$ cat src/rtl/id_imm_pkg.sv
// Shared definitions for the ID-stage immediate generator: opcodes, format
// codes and the decoded-entry record. Entries are built at the widest XLEN
// and truncated where they are consumed.
package id_imm_pkg;

  localparam int XLEN_MAX = 64;

  localparam logic [6:0] OPC_LOAD   = 7'b0000011;
  localparam logic [6:0] OPC_FENCE  = 7'b0001111;
  localparam logic [6:0] OPC_OP_IMM = 7'b0010011;
  localparam logic [6:0] OPC_AUIPC  = 7'b0010111;
  localparam logic [6:0] OPC_STORE  = 7'b0100011;
  localparam logic [6:0] OPC_OP     = 7'b0110011;
  localparam logic [6:0] OPC_LUI    = 7'b0110111;
  localparam logic [6:0] OPC_BRANCH = 7'b1100011;
  localparam logic [6:0] OPC_JALR   = 7'b1100111;
  localparam logic [6:0] OPC_JAL    = 7'b1101111;
  localparam logic [6:0] OPC_SYSTEM = 7'b1110011;

  typedef enum logic [2:0] {
    FMT_NONE  = 3'd0,
    FMT_I     = 3'd1,
    FMT_S     = 3'd2,
    FMT_B     = 3'd3,
    FMT_U     = 3'd4,
    FMT_J     = 3'd5,
    FMT_SHAMT = 3'd6,
    FMT_ZIMM  = 3'd7
  } imm_fmt_e;

  typedef struct packed {
    logic [XLEN_MAX-1:0] imm;
    imm_fmt_e            fmt;
    logic                illegal;
  } imm_entry_t;

endpackage

$ cat src/rtl/id_imm_decode.sv
// Combinational instruction -> {immediate, format, illegal} decoder.
// The immediate is sign-extended to XLEN_MAX; truncating it to any XLEN
// yields the correctly extended value for that width.
// Optional: define IMMGEN_CSR_ZIMM_EN to decode CSR immediate forms as ZIMM.
module id_imm_decode
  import id_imm_pkg::*;
#(
  parameter int XLEN = 32
) (
  input  logic [31:0] instr_i,
  output imm_entry_t  entry_o
);

  logic [2:0] funct3;
  logic       sgn;

  assign funct3 = instr_i[14:12];
  assign sgn    = instr_i[31];

  // Select the immediate layout from the major opcode.
  always_comb begin
    // NOTE: every output gets a default first so no path through the case
    // leaves it unassigned (which would infer a latch).
    entry_o = '0;
    entry_o.fmt = FMT_NONE;
    case (instr_i[6:0])
      OPC_OP_IMM: begin
        if (funct3 == 3'b001 || funct3 == 3'b101) begin
          // Shift amounts drop the funct7 bits; RV64 needs one extra bit.
          entry_o.fmt = FMT_SHAMT;
          if (XLEN == 64) entry_o.imm = {58'b0, instr_i[25:20]};
          else            entry_o.imm = {59'b0, instr_i[24:20]};
        end else begin
          entry_o.fmt = FMT_I;
          entry_o.imm = {{52{sgn}}, instr_i[31:20]};
        end
      end
      OPC_LOAD, OPC_JALR: begin
        entry_o.fmt = FMT_I;
        entry_o.imm = {{52{sgn}}, instr_i[31:20]};
      end
      OPC_STORE: begin
        entry_o.fmt = FMT_S;
        entry_o.imm = {{52{sgn}}, instr_i[31:25], instr_i[11:7]};
      end
      OPC_BRANCH: begin
        entry_o.fmt = FMT_B;
        entry_o.imm = {{51{sgn}}, sgn, instr_i[7], instr_i[30:25],
                       instr_i[11:8], 1'b0};
      end
      OPC_LUI, OPC_AUIPC: begin
        entry_o.fmt = FMT_U;
        entry_o.imm = {{32{sgn}}, instr_i[31:12], 12'b0};
      end
      OPC_JAL: begin
        entry_o.fmt = FMT_J;
        entry_o.imm = {{43{sgn}}, sgn, instr_i[19:12], instr_i[20],
                       instr_i[30:21], 1'b0};
      end
      OPC_SYSTEM: begin
`ifdef IMMGEN_CSR_ZIMM_EN
        if (funct3 == 3'b101 || funct3 == 3'b110 || funct3 == 3'b111) begin
          entry_o.fmt = FMT_ZIMM;
          entry_o.imm = {59'b0, instr_i[19:15]};
        end
`else
        // CSR immediate forms carry no decoded immediate in this build.
        entry_o.fmt = FMT_NONE;
`endif
      end
      OPC_OP, OPC_FENCE: begin
        entry_o.fmt = FMT_NONE;
      end
      default: begin
        entry_o.illegal = 1'b1;
      end
    endcase
  end

endmodule

$ cat src/rtl/id_imm_gen_pipe.sv
// Registered, handshaked immediate generator for the ID stage.
// Decodes on the way in and buffers {imm, fmt, illegal, tag} in a 2-entry
// FIFO so o_ready depends only on registered occupancy, never on i_ready.
// Optional: IMMGEN_CSR_ZIMM_EN enables ZIMM decode of CSR immediate forms.
module id_imm_gen_pipe
  import id_imm_pkg::*;
#(
  parameter int XLEN  = 32,
  parameter int TAG_W = 32
) (
  input  logic             i_clk,
  input  logic             i_rst,
  input  logic             i_flush,
  input  logic             i_valid,
  output logic             o_ready,
  input  logic [31:0]      i_instr,
  input  logic [TAG_W-1:0] i_tag,
  output logic             o_valid,
  input  logic             i_ready,
  output logic [XLEN-1:0]  o_imm,
  output logic [2:0]       o_fmt,
  output logic [TAG_W-1:0] o_tag,
  output logic             o_illegal
);

  imm_entry_t       dec_entry;
  imm_entry_t       mem_q [2];
  logic [TAG_W-1:0] tag_q [2];
  imm_entry_t       rd_entry;

  logic [1:0] count_q, count_d;
  logic       wr_ptr_q, wr_ptr_d;
  logic       rd_ptr_q, rd_ptr_d;
  logic       push, pop;

  id_imm_decode #(.XLEN(XLEN)) u_decode (
    .instr_i (i_instr),
    .entry_o (dec_entry)
  );

  assign o_ready = (count_q != 2'd2);
  assign o_valid = (count_q != 2'd0);
  assign push    = i_valid && o_ready;
  assign pop     = o_valid && i_ready;

  // Next occupancy and pointers; flush empties the buffer and drops any push.
  always_comb begin
    count_d  = count_q;
    wr_ptr_d = wr_ptr_q;
    rd_ptr_d = rd_ptr_q;
    if (i_flush) begin
      count_d  = 2'd0;
      wr_ptr_d = 1'b0;
      rd_ptr_d = 1'b0;
    end else begin
      if (push) wr_ptr_d = wr_ptr_q + 1'b1;
      if (pop)  rd_ptr_d = rd_ptr_q + 1'b1;
      case ({push, pop})
        2'b10:   count_d = count_q + 2'd1;
        2'b01:   count_d = count_q - 2'd1;
        default: count_d = count_q;
      endcase
    end
  end

  // State and storage update; reset has priority over flush and push.
  always_ff @(posedge i_clk) begin
    // NOTE: sequential state uses non-blocking assignments so every register
    // samples pre-edge values regardless of statement order.
    if (i_rst) begin
      count_q  <= 2'd0;
      wr_ptr_q <= 1'b0;
      rd_ptr_q <= 1'b0;
      // NOTE: the storage itself is reset because the outputs read straight
      // from it and must show zero after reset.
      for (int i = 0; i < 2; i++) begin
        mem_q[i] <= '0;
        tag_q[i] <= '0;
      end
    end else begin
      count_q  <= count_d;
      wr_ptr_q <= wr_ptr_d;
      rd_ptr_q <= rd_ptr_d;
      if (push && !i_flush) begin
        mem_q[wr_ptr_q] <= dec_entry;
        tag_q[wr_ptr_q] <= i_tag;
      end
    end
  end

  assign rd_entry  = mem_q[rd_ptr_q];
  assign o_imm     = rd_entry.imm[XLEN-1:0];
  assign o_fmt     = rd_entry.fmt;
  assign o_illegal = rd_entry.illegal;
  assign o_tag     = tag_q[rd_ptr_q];

  // Upper immediate bits are only meaningful for the widest datapath.
  if (XLEN < XLEN_MAX) begin : g_narrow
    logic unused_imm_hi;
    assign unused_imm_hi = ^rd_entry.imm[XLEN_MAX-1:XLEN];
  end

endmodule

$ cat config.mk
export PLATFORM = sky130hd
export DESIGN_NAME = id_imm_gen_pipe
export DESIGN_NICKNAME = d
export VERILOG_FILES = /design/src/rtl/id_imm_pkg.sv /design/src/rtl/id_imm_decode.sv /design/src/rtl/id_imm_gen_pipe.sv
export SDC_FILE = /design/constraint.sdc
export NUM_CORES = 1
export LEC_CHECK = 0
export BUFFER_PORTS_ARGS = -buffer_cell sky130_fd_sc_hd__buf_4
export CORE_ASPECT_RATIO = 0.7
export CORE_MARGIN = 4
export CORE_UTILIZATION = 44
export CTS_BUF_LIST = sky130_fd_sc_hd__clkbuf_8
export DETAILED_ROUTE_END_ITERATION = 10
export PLACE_DENSITY_LB_ADDON = 0.15
export SYNTH_ARGS = -nofsm -noshare
export SYNTH_HDL_FRONTEND = slang
export SYNTH_SLANG_ARGS = --single-unit
$ cat constraint.sdc
create_clock -name i_clk -period 7.57 [get_ports i_clk]
set_input_delay 0.3785 -clock i_clk [delete_from_list [all_inputs] [get_ports i_clk]]
set_output_delay 0.3785 -clock i_clk [all_outputs]
set_load 0.01 [all_outputs]
==> After elaboration in Yosys (flattened, before gate mapping) <==
Memories as Yosys holds them, arrays and structs flattened. A register that Yosys moved wholly into a read port is not among the register bits.
Cells that the tools add are included.
{ "totals": {"reg_bits": 4, "latchBits": 0, "wordCells": 58, "input_bits": 69, "n_memories": 2, "mem_bits_ro": 0, "ramBits": 200, "output_inout_bits": 70} }
{ "mem_list": {"columns": ["memory", "depth", "word_bits", "read_ports", "rd_clocked_by_memory_dff", "write_ports", "line_no", "source"], "rows": [
  ["mem_q", 2, 68, 1, 1, 2, "id_imm_gen_pipe.sv:27", "imm_entry_t mem_q [2];"],
  ["tag_q", 2, 32, 1, 1, 2, "id_imm_gen_pipe.sv:28", "logic [TAG_W-1:0] tag_q [2];"]
]} }
{ "classes": {"magnitude_cmp": 0, "reduce_logical": 13, "eq_ne": 16, "n_addsub": 4, "mux": 20, "bitwise_logic": 0, "shift": 0, "n_mul": 0, "div_mod_pow": 0} }
{ "ops": {"columns": ["op", "count"], "rows": [
  ["one-hot mux 64 bit (6 select lines)", 1],
  ["two-way mux 68 bit", 1],
  ["OR reduction 68 bit", 1],
  ["two-way mux 67 bit", 1],
  ["two-way mux 32 bit", 1],
  ["OR reduction 32 bit", 1],
  ["equality test 7 bit, second input constant", 4],
  ["equality test 7 x 6 -> 1 bit, second input constant", 3],
  ["one-hot mux 3 bit (6 select lines)", 1],
  ["equality test 7 x 5 -> 1 bit, second input constant", 2],
  ["two-way mux 1 bit", 14],
  ["OR reduction 11 bit", 1],
  ["equality test 7 x 2 -> 1 bit, second input constant", 1],
  ["equality test 7 x 4 -> 1 bit, second input constant", 1],
  ["OR reduction 2 bit", 3],
  ["one-hot mux 2 bit (2 select lines)", 1],
  ["nonzero test 2 bit", 2],
  ["equality test 3 x 1 -> 1 bit, second input constant", 1],
  ["equality test 3 bit, second input constant", 1],
  ["logical AND 1 bit", 3],
  ["adder 1 bit, second input constant", 2],
  ["adder 2 x 1 -> 2 bit, second input constant", 1],
  ["equality test 2 x 1 -> 1 bit, second input constant", 1],
  ["equality test 2 bit, second input constant", 1],
  ["4 further kinds", 4]
]} }

==> Longest topological paths before layout <==
{ "logic_depth": {"depth_word": 8, "ltp_mapped": 6, "depth_no_buf": 6} }

==> Modules after synthesis <==
Synthesis repeated with hierarchy kept, for this count alone.
{ "unflattened": {"cells_unflattened": 506, "hier_area_um2": 7094.3} }
{ "by_module_without_submodules": {"columns": ["module", "seq_area_each_um2", "area_each_um2", "instances", "cells_per_inst"], "rows": [
  ["id_imm_gen_pipe", 4184.0, 6239.7, 1, 393],
  ["id_imm_decode", 0.0, 854.6, 1, 113]
]} }

==> Least setup slack after synthesis <==
No wires, ideal clock.
{ "synth_path": {"kind": "reg2reg", "from": "reg count_q[0]", "to": "mem mem_q[1][0] in the netlist's numbering (enable)", "slack_ns": 4.733, "required_ns": 7.133, "n_path_buf": 0, "period_less_slack_ns": 2.837, "setup_time_ns": 0.437, "path_stages_with_launch": 4, "arrival_time_ns": 2.399, "cell_sequence": "dfxtp_1 -> or2b_1 -> nand4_1 -> nand2b_1"} }
{ "synth_lines": {"columns": ["element", "line_no", "source"], "rows": [
  ["start: declaration", "id_imm_gen_pipe.sv:31", "logic [1:0] count_q, count_d;"],
  ["start signal: assignment", "id_imm_gen_pipe.sv:81", "count_q <= count_d;"],
  ["end: declaration", "id_imm_gen_pipe.sv:27", null]
]} }

==> qor_table.md <==
| Stage | Item | Reported |
|:---|:---|:---|
| hold path | Class of the worst hold path | input port to flop |
| placement | Post-Place Cells | 767 |
| clock tree | Clock latency on the worst-skew pair | 0.44 ns |
| yosys | Number of library cell types mapped by synthesis | 45 |
| worst setup path | R2R Path Start | count_q[0] |
| global route | GR peak layer | met2 |
| floorplan | I/O pin total | 139 |
| yosys | Number of flip-flops and latches in the synthesized netlist | 141 |
| yosys | Part of the Yosys area used for sequential elements | 64.5% |
| finish | Final core utilization | 57.2% |
| finish | Design Area, Final | 8120 sq um |
| clock tree | Hold-fix buffer count after cts | 0 |
| finish | Synth-to-layout area growth | 25.1% |
| sta | Top achievable clock speed | 0.373 GHz |
| sta | Tightest slew margin relative to the limit | 31.0% |
| route | Count of unresolved DRC violations after routing | 0 |
| sta | Count of endpoints failing setup in the final report | 0 |
| yosys | Number of flops mapped to enable cells by yosys | 136 |
| worst setup path | Worst setup path startpoint | count_q[0] |
| pwr | Leakage | 3.33 nW |
| worst setup path | Critical path peak fanout | 68 |
| floorplan | Initial cell density of the core | 45.7% |
| worst setup path | CP Launch Type | flop |
| worst setup path | Kind of critical path | flop to flop |
| clock tree | Clock buffer count from CTS | 17 |
| sta | Slew of the pin with the lowest slew margin | 1.04 ns |
| finish | Number of standard cells in the final layout excluding fillers | 797 |
| finish | Layout Nets | 666 |
| global route | Met2 Resource Use GR | 26.8% |
| clock tree | Clk sink count | 141 |
| clock tree | Buffer levels on the longest clock path | 2 |
| worst setup path | Arrival time reported for the critical path endpoint | 2.73 ns |
| route | Iteration-0 DRC Markers | 282 |
| yosys | Number of warnings issued by yosys | 0 |
| floorplan | Die Span Y | 110 um |
| global route | Total congestion overflow | 0 |
| sta | Setup_tns | 0 ns |
| yosys | Summed instance area of the synthesized netlist | 6490 sq um |
| pwr | Total power | 1.76 mW |
| yosys | Syn Area/Cell | 14.0 sq um |
| clock tree | Number of H-tree branching levels | 4 |
| worst setup path | Endpoint required time on the critical path | 7.62 ns |
| route | Detailed Route WL | 14.3 mm |
| clock tree | CTS tree | built |
| global route | Met1 usage | 23.7% |
| placement | Half-perimeter wire length after detailed placement | 9.07 mm |
| clock tree | CTS clock-pin slew for the worst setup and hold paths | 0.08 ns |
| placement | Routability congestion estimate | 0.774 |
| placement | Placement Setup Slack | 4.81 ns |
| sta | Count of endpoints failing hold in the final timing report | 0 |
| sta | Post-layout worst setup margin | 4.89 ns |
| sta | Ratio of final minimum period to clock period | 35.4% |
| clock tree | Root buffer cell | sky130_fd_sc_hd__clkbuf_8 |
| yosys | Commonest register cell after synthesis | sky130_fd_sc_hd__edfxtp_1 |
| sta | RSZ-0062 raised after global routing | no |
| route | Post-DR wirelength/cell | 18.0 um |
| route | Number of routed nets with antenna violations | 0 |
| yosys | Share of flip-flops with an asynchronous set or reset after synthesis | 0% |
| placement | Placed inst area | 7660 sq um |
| route | First-pass iteration count of the detailed router | 5 |
| pwr | Power density over cell area | 217 nW/um^2 |
| worst setup path | Kind of end point of the critical path | flop |
| clock tree | Resized cells post-CTS | 0 |
| global route | Met3 layer usage reported by global route | 4.48% |
| floorplan | Horizontal die dimension | 153 um |
| yosys | Syn nets | 534 |
| sta | Time the worst path needs with I/O delays and setup | 2.68 ns |
| global route | Maximum number of pins on one net before global-route repair | 69 |
| floorplan | Area of the die | 16800 sq um |
| route | Number of vias in the routed layout | 4182 |
| finish | Fraction of layout cells with a size suffix above 1 | 42.3% |
| job | # Max-Cap Violations | 0 |
| run status | Status | complete, no violations |
| hold path | Start point of the worst min-delay path | i_tag[10] |
| floorplan | Core footprint | 14200 sq um |
| global route | Global Route Usage Sum | 17.2% |
| clock tree | Number of setup buffers added after CTS | 0 |
| pwr | Peak supply drop | 99.8 uV |
| sta | Hold_ws | 0.228 ns |
| finish | Number of fill cells | 1162 |
| placement | Count of input and output buffers | 138 |
| global route | Global-route wire length before repair | 22.3 mm |
| global route | Number of global-route vias before repair | 4258 |
| sta | Total count of max-transition violations in the final report | 0 |
| global route | Antenna violations before repair | 0 |
| route | Via density per instance | 5.25 |
| yosys | Synthesized instance count | 464 |
| sta | Worst Skew | 0.0150 ns |
| floorplan | Standard-cell rows | 36 |
| finish | Diode insertion count for antenna repair | 0 |
[worst paths after layout]
check / depth (start not counted) / end / slack [ns]
worst max register to register: 3 / tag_q[1][2] / 4.89
worst max-delay path: 3 / tag_q[1][2] / 4.89
worst min-delay path: 2 / tag_q[0][10] / 0.23
worst min register to register: 2 / flop / 0.52
[routing by layer]
metal / share of wire, % / routed length, um
met3: 7.1 / 1010
met1: 46 / 6550
met2: 46 / 6570
met4: 1.4 / 204
met5: 0 / 0
[area by class of cell]
class                   count  area (sq um)  area share [%]
well taps                 190           238            2.93
clock buffers              17           234            2.88
repair buffers            140          1050            12.9
flip-flops and latches    141          4190            51.6
multi-input cells         293          2170            26.8
clock inverters            13           224            2.76
inverters                   3          11.3           0.139
[synthesized netlist by cell type (3+ instances only)]
cell / instances / area (sq um)
sky130_fd_sc_hd__o22ai_1: 3 / 18.8
sky130_fd_sc_hd__buf_2: 6 / 30.0
sky130_fd_sc_hd__or2_2: 3 / 18.8
sky130_fd_sc_hd__edfxtp_1: 136 / 4080
sky130_fd_sc_hd__nand2b_1: 3 / 18.8
sky130_fd_sc_hd__o21ai_1: 5 / 25.0
sky130_fd_sc_hd__or3_1: 3 / 18.8
sky130_fd_sc_hd__and2_1: 79 / 494
sky130_fd_sc_hd__mux2_2: 68 / 766
sky130_fd_sc_hd__nor2_1: 25 / 93.8
sky130_fd_sc_hd__a21o_1: 10 / 75.1
sky130_fd_sc_hd__dfxtp_1: 5 / 100
sky130_fd_sc_hd__a21oi_1: 17 / 85.1
sky130_fd_sc_hd__nand2_1: 14 / 52.6
sky130_fd_sc_hd__o21ai_0: 11 / 55.1
sky130_fd_sc_hd__clkbuf_1: 15 / 56.3
sky130_fd_sc_hd__buf_6: 3 / 33.8
sky130_fd_sc_hd__a21o_2: 12 / 105
sky130_fd_sc_hd__a22oi_1: 7 / 52.6
sky130_fd_sc_hd__inv_1: 3 / 11.3
sky130_fd_sc_hd__buf_1: 3 / 11.3
[state kept, by name, summed over array words and instances, names as in the netlist, named ones only]
| register | cells |
|---|---|
| mem_q | 72 |
| tag_q | 64 |
| wr_ptr_q | 1 |
| rd_ptr_q | 1 |
| count_q | 2 |
[critical path, stage by stage, from the launching register on]
cell,delay (ns)
sky130_fd_sc_hd__dfxtp_1,0.39
sky130_fd_sc_hd__or2b_1,0.20
sky130_fd_sc_hd__nand4_1,0.63
sky130_fd_sc_hd__nand2b_4,1.05
[layout by cell type, fill, tap and decap left out, drive strengths merged, types with 3 or more instances in the layout]
| cell | Yosys | layout |
|---|---|---|
| a21o | 22 | 22 |
| a21oi | 17 | 17 |
| a22oi | 7 | 7 |
| and2 | 79 | 79 |
| buf | 12 | 140 |
| bufinv | 0 | 6 |
| clkbuf | 15 | 17 |
| clkinv | 0 | 6 |
| dfxtp | 5 | 5 |
| edfxtp | 136 | 136 |
| inv | 3 | 4 |
| mux2 | 68 | 68 |
| nand2 | 14 | 14 |
| nand2b | 3 | 3 |
| nor2 | 25 | 25 |
| o21ai | 16 | 16 |
| o22ai | 3 | 3 |
| or2 | 4 | 4 |
| or3 | 3 | 3 |
[power breakdown]
group	internal (mW)	switching (mW)	total, mW	leakage, nW
clock	0.420	0.279	0.699	0.234
sequential	0.890	0.0118	0.902	1.46
combinational	0.0808	0.0786	0.159	1.64
total	1.39	0.369	1.76	3.33
[cell families (layout without fill, tap and decap cells)]
logic type	after synthesis	in the layout	share of synthesized area (%)
AND/OR/NAND/NOR	145	145	13.1
flip-flops	141	141	64.5
AO/OA/AOI/OAI	75	75	7.67
multiplexers	68	68	11.8
buffers and inverters	30	173	2.20
XOR/XNOR	4	4	0.540
adder cells (fa/ha/maj)	1	1	0.193
No activity file was read; power rests on OpenSTA's default activity.
